==> src/rtl/pipe_stage_reg.sv <==
// pipe_stage_reg: 2-entry in-order skid-buffer pipeline register with flush and registered ready.
module pipe_stage_reg #(
    parameter int DATA_W     = 64,
    parameter int CTRL_W     = 8,
    parameter int CLEAR_DATA = 1
) (
    input  logic              clk,
    input  logic              rst,
    input  logic              flush,
    input  logic              in_valid,
    output logic              in_ready,
    input  logic [CTRL_W-1:0] in_ctrl,
    input  logic [DATA_W-1:0] in_data,
    output logic              out_valid,
    input  logic              out_ready,
    output logic [CTRL_W-1:0] out_ctrl,
    output logic [DATA_W-1:0] out_data,
    output logic [1:0]        count
);
    logic [1:0]        cnt, cnt_nxt;
    logic [CTRL_W-1:0] main_ctrl, skid_ctrl;
    logic [DATA_W-1:0] main_data, skid_data;
    logic              fire_in, fire_out, load_main, load_skid;

    assign count     = cnt;
    assign in_ready  = cnt != 2'd2;
    assign out_valid = cnt != 2'd0;
    assign out_ctrl  = out_valid ? main_ctrl : '0;
    assign out_data  = main_data;

    // When full, main refills from skid; otherwise main takes the input.
    always_comb begin
        fire_in   = in_valid && in_ready;
        fire_out  = out_valid && out_ready;
        load_main = (cnt == 2'd2) ? fire_out : fire_in && (cnt == 2'd0 || fire_out);
        load_skid = fire_in && cnt == 2'd1 && !fire_out;
        cnt_nxt   = cnt + 2'(fire_in) - 2'(fire_out);
    end

    always_ff @(posedge clk or posedge rst) begin
        if (rst) begin
            cnt       <= '0;
            main_ctrl <= '0;
            skid_ctrl <= '0;
            main_data <= '0;
            skid_data <= '0;
        end else if (flush) begin
            cnt       <= '0;
            main_ctrl <= '0;
            skid_ctrl <= '0;
            if (CLEAR_DATA != 0) begin
                main_data <= '0;
                skid_data <= '0;
            end
        end else begin
            cnt <= cnt_nxt;
            if (load_main) begin
                main_ctrl <= (cnt == 2'd2) ? skid_ctrl : in_ctrl;
                main_data <= (cnt == 2'd2) ? skid_data : in_data;
            end
            if (load_skid) begin
                skid_ctrl <= in_ctrl;
                skid_data <= in_data;
            end
        end
    end
endmodule

==> config.mk <==
export PLATFORM = sky130hd
export DESIGN_NAME = pipe_stage_reg
export DESIGN_NICKNAME = d
export VERILOG_FILES = /design/src/rtl/pipe_stage_reg.sv
export SDC_FILE = /design/constraint.sdc
export NUM_CORES = 1
export LEC_CHECK = 0
export BUFFER_PORTS_ARGS = -buffer_cell sky130_fd_sc_hd__buf_2
export CAP_MARGIN = 25
export CORE_ASPECT_RATIO = 1.4
export CORE_MARGIN = 2
export CORE_UTILIZATION = 45
export DETAILED_ROUTE_END_ITERATION = 12
export HOLD_SLACK_MARGIN = 0.12
export MAX_ROUTING_LAYER = met4
export PLACE_DENSITY = 0.77
export SLEW_MARGIN = 20
export SYNTH_ARGS = -nofsm -noshare
export SYNTH_HDL_FRONTEND = slang
export SYNTH_SLANG_ARGS = --single-unit
==> constraint.sdc <==
create_clock -name clk -period 5.7 [get_ports clk]
set_clock_uncertainty 0.15 [all_clocks]
set_input_delay 1.14 -clock clk [delete_from_list [all_inputs] [get_ports clk]]
set_output_delay 1.14 -clock clk [all_outputs]
set_load 0.005 [all_outputs]
# Yosys cells after proc, flatten, opt, wreduce, memory -nomap -nowiden
# Index checks and enable logic that the tools add are counted.
dict set report word_totals {
  reg_bits 146
  input_bits 77
  out_inout_bits 76
  elab_cells 34
}
dict set report classes {
  add_sub_neg 2
  n_eq_ne 3
  mux 13
  n_reduce_logical 11
}
# cell n
set op_table {}
lappend op_table {{64-bit 2-to-1 mux} 5}
lappend op_table {{8-bit 2-to-1 mux} 6}
lappend op_table {{2-bit nonzero test} 3}
lappend op_table {{1-bit logical AND} 5}
lappend op_table {{2-bit by 1-bit adder with 2-bit output} 1}
lappend op_table {{2-bit by 1-bit == test with 1-bit output (second input constant)} 1}
lappend op_table {{2-bit == test (second input constant)} 1}
lappend op_table {{2-bit logical NOT} 1}
lappend op_table {{2-bit 2-to-1 mux} 1}
lappend op_table {{2-bit != test (second input constant)} 1}
lappend op_table {{2-bit by 1-bit subtractor with 2-bit output} 1}
lappend op_table {{1-bit logical NOT} 1}
lappend op_table {{1-bit logical OR} 1}
lappend op_table {{1-bit 2-to-1 mux} 1}

# Longest topological paths before layout
dict set report logic_depth {
  ltp_word 7
  depth_mapped 11
  depth_no_buf 9
}

# Worst setup path after synthesis
# OpenSTA, ideal clock, no wires.
dict set report synth_timing {
  path_type {input to register}
  start {input in_valid}
  end {register cnt[1] (netlist: count[1])}
  setup_ns 0.086
  t_arrival_ns 2.622
  t_required_ns 5.464
  setup_slack_ns 2.842
  stages 9
  n_path_buf 2
  cell_sequence {clkbuf_1 -> clkbuf_1 -> nand2_1 -> ha_1 -> inv_1 -> ha_1 -> xor2_1 -> and2_1 -> nor3_1}
}
dict set report synth_between {
  elab_chain_len 4
}
# element line
set synth_lines {}
lappend synth_lines {{from (decl)} 10} ;# input logic in_valid,
lappend synth_lines {{1-bit logical AND} 33} ;# fire_in = in_valid && in_ready;
lappend synth_lines {{2-bit by 1-bit adder with 2-bit output} 37} ;# cnt_nxt = cnt + 2'(fire_in) - 2'(fire_out);
lappend synth_lines {{2-bit by 1-bit subtractor with 2-bit output} 37}
lappend synth_lines {{2-bit 2-to-1 mux} 47} ;# end else if (flush) begin
lappend synth_lines {{to (signal assigned)} 56} ;# cnt <= cnt_nxt;
lappend synth_lines {{to (decl)} 20} ;# logic [1:0] cnt, cnt_nxt;
# Every way passes these cells.
# A chain may end at the register's enable or synchronous reset.

# Final worst setup path
dict set report layout_timing {
  start {input in_valid}
  end {register main_ctrl[5]}
}
dict set report layout_between {
  elab_chain_len 4
}
# element line
set layout_lines {}
lappend layout_lines {{1-bit logical AND} 33}
lappend layout_lines {{1-bit logical AND} 35} ;# load_main = (cnt == 2'd2) ? fire_out : fire_in && (cnt == 2'd0 || fire_out);
lappend layout_lines {{1-bit 2-to-1 mux} 35}
lappend layout_lines {{2-bit nonzero test (no source line)} --}
lappend layout_lines {{to (signal assigned)} 58} ;# main_ctrl <= (cnt == 2'd2) ? skid_ctrl : in_ctrl;
lappend layout_lines {{to (decl)} 21} ;# logic [CTRL_W-1:0] main_ctrl, skid_ctrl;
# Every way passes these cells.

==> impl_metrics.csv <==
group,metric,value,unit
outcome,status,"finished clean",
global_routing,grt_pass1_wl,31.1,mm
worst_setup_path,r2r-start,"count[1]",
routing,wirelength,19.5,mm
worst_setup_path,start_kind,"primary input",
pwr,p_switching,1.26,mW
clocking,hold_buffers,0,
worst_setup_path,worst-path-max-fanout,75,
global_routing,busiest_layer,"met2",
placed_design,gp_congestion,0.793,
hold_path,hp-start,"skid_ctrl[2]",
sta,final-max-slew-violation-count,0,
worst_setup_path,rr_worst_depth,4,
clocking,cts_buffers,17,
routing,vias,5613,
yosys,yosysUniqueCellTypes,21,
routing,drt_pass1_iterations,5,
sta,hold_violations,0,
clocking,clock_sinks,146,
pwr,irDropWorstVdd,288,uV
placed_design,place_ws,1.98,ns
yosys,synth.net_count,612,
hold_path,holdPathStages,1,
clocking,cts_max_level,4,
sta,max_slew_margin,34.8,%
yosys,ys_seq_area_share,51.7,%
hold_path,min_to,"skid_ctrl[2]",
clocking,cts.reportedPaths.clkPinSlew,0.06,ns
die,die_h,152,um
die,die_w,110,um
clocking,clock_path_buffers,2,
yosys,synth_area_leaders,"dfrtp_1 52%, a211oi_2 12%, mux2i_1 10%",
yosys,netlist.area_leader.share,51.7,%
yosys,synth_top_area_cell,"dfrtp_1",
pwr,clockPowerShare,28.8,%
global_routing,met2_usage,35.4,%
routing,wl_per_cell,22.9,um
pwr,power_density,429,mW/mm2
clocking,cts_resized,0,
worst_setup_path,crit_required,5.87,ns
global_routing,grt_max_degree,101,
sta,fmaxAchievable,0.310,GHz
global_routing,use_met1,34.4,%
hold_path,min_path_type,"register to register",
die,start_util,45.7,%
global_routing,grt_use_total,24.7,%
sta,rsz0062_at_grt,"false",
cells_and_area,nNetsFinal,725,
die,fp-row-count,54,
yosys,syn_inst,533,
worst_setup_path,worstSetupPathType,"primary input to register",
global_routing,grt_pass1_vias,5643,
die,die_area,0.0167,mm2
yosys,yosys_warnings,0,
worst_setup_path,worstPathArrival,3.39,ns
pwr,pwr-share-comb,34.5,%
die,io_pins,153,
placed_design,numPortBuffers,152,
worst_setup_path,ff2ff_setup_slack,3.16,ns
sta,fin_ws,2.48,ns
cells_and_area,layout-drive-gt1-share,40.9,%
clocking,cts_tree,"done",
pwr,p_leak,3.92,nW
pwr,seq_power_share,36.7,%
sta,finalCritPeriodShare,56.6,%
sta,setup_tns,0,ns
routing,drc,0,
global_routing,use_met3,4.88,%
pwr,sw_frac_of_total,34.8,%
sta,fin_crit,3.22,ns
die,core,0.0155,mm2
sta,worstMarginPinSlew,0.976,ns
clocking,clockRootBuffer,"clkbuf_16",
routing,avgViaCountPerCell,6.57,
worst_setup_path,r2r-end,"skid_data[22]",
routing,antenna_left,0,
yosys,synth-seq-cells,146,
sta,setup_viol,0,
global_routing,grt_overflow,0,
yosys,syn_area_per_cell,13.3,um2
clocking,clk_latency,0.42,ns
worst_setup_path,end_kind,"register",
placed_design,post-dp-hpwl,11.1,mm
routing,drtIter0Drc,405,
yosys,synth_area,0.00707,mm2
cells_and_area,syn_to_final_growth,19.6,%
clocking,postCtsSetupBuffers,0,
cells_and_area,diodes,0,
job,cap_violations,0,
global_routing,antenna_found_initial,0,
pwr,p_int,2.37,mW
==> kinds of logic after synthesis <==
family                   after synthesis  share of synthesized area [%]
XOR/XNOR                               1                          0.124
flip-flops                           146                           51.7
multiplexers                          73                           10.4
buffers and inverters                 75                           5.26
adder cells (fa/ha/maj)                2                          0.354
AO/OA/AOI/OAI                        217                           30.6
AND/OR/NAND/NOR                       19                           1.58
==> cell type report <==
cell class                      count  area [um2]
Tap cell                          196         245
Timing Repair Buffer              164         913
Clock buffer                       27         523
Fill cell                        1315        7020
Multi-Input combinational cell    312        3070
Clock inverter                      4        22.5
Inverter                            5        23.8
Sequential cell                   146        3650
==> worst max-delay path by stage <==
stage	start	end	slack [ns]
3_5_place_dp	out_ready	skid_data[38]	1.98
5_1_grt	count[1]	out_ctrl[6]	2.40
3_3_place_gp	out_ready	skid_data[37]	2.00
2_1_floorplan	rst	count[0]	0.49
6_report	in_valid	main_ctrl[5]	2.48
4_1_cts	out_ready	skid_data[22]	2.44
==> registers in the layout, indices dropped and copies added (netlist names) <==
signal and count:
count 2, main_ctrl 8, out_data 64, skid_ctrl 8, skid_data 64
==> per-stage QoR <==
step                hold WS (ns)  power (mW)  instance area (um2)  util, %  std cells
floorplan                  0.322        2.22                 7070        -        533
global route               0.369        3.81                 8450     54.6        854
finish                     0.356        3.63                 8450     54.6        854
CTS                        0.358        3.64                 8400     54.3        852
global placement           0.337        2.54                 7830     50.6        820
detailed placement         0.341        2.60                 7850     50.8        821
==> power by group through the flow <==
stage / Sequential [mW] / Combinational, mW / Clock (mW)
detailed placement: 1.34 / 1.25 / 0
global route: 1.35 / 1.35 / 1.10
CTS: 1.33 / 1.26 / 1.06
global placement: 1.34 / 1.20 / 0
floorplan: 1.32 / 0.898 / 0
finish: 1.33 / 1.25 / 1.04
==> per-layer routing <==
layer | vias up | part of all wire [%]
li1 | 2365 | -
met1 | 2938 | 42
met2 | 283 | 49
met3 | 27 | 6.9
met4 | 0 | 1.8
met5 | - | 0
==> Yosys cell counts <==
master and number:
mux2_4 1, inv_2 2, nand2_1 1, nor2_1 3, and2_1 1, a211oi_1 2, buf_6 9, buf_4 1
mux2i_1 72, a22o_1 73, clkbuf_1 45, buf_2 15, a211oi_2 70, a221oi_1 72, nor2b_1 12, inv_1 3
nor4bb_1 1, xor2_1 1, dfrtp_1 146, nor3_1 1, ha_1 2
==> cells in the final DEF (no fill, tap or decap), drive strengths merged <==
master    synthesis  routed
buf              25     164
dfrtp           146     146
a22o             73      73
mux2i            72      72
a221oi           72      72
a211oi           72      72
clkbuf           45      27
nor2b            12      12
inv               5       5
clkinv            0       3
nor2              3       3
ha                2       2
nor4bb            1       1
mux2              1       1
nand2             1       1
xor2              1       1
and2              1       1
nor3              1       1
clkinvlp          0       1
==> worst max-delay path: stages <==
cell and delay [ns]:
buf_2 0.09, buf_4 0.68, mux2_4 0.30, buf_4 0.66
a221oi_1 0.19, a211oi_1 0.28
No activity file was read; power rests on OpenSTA's default activity.
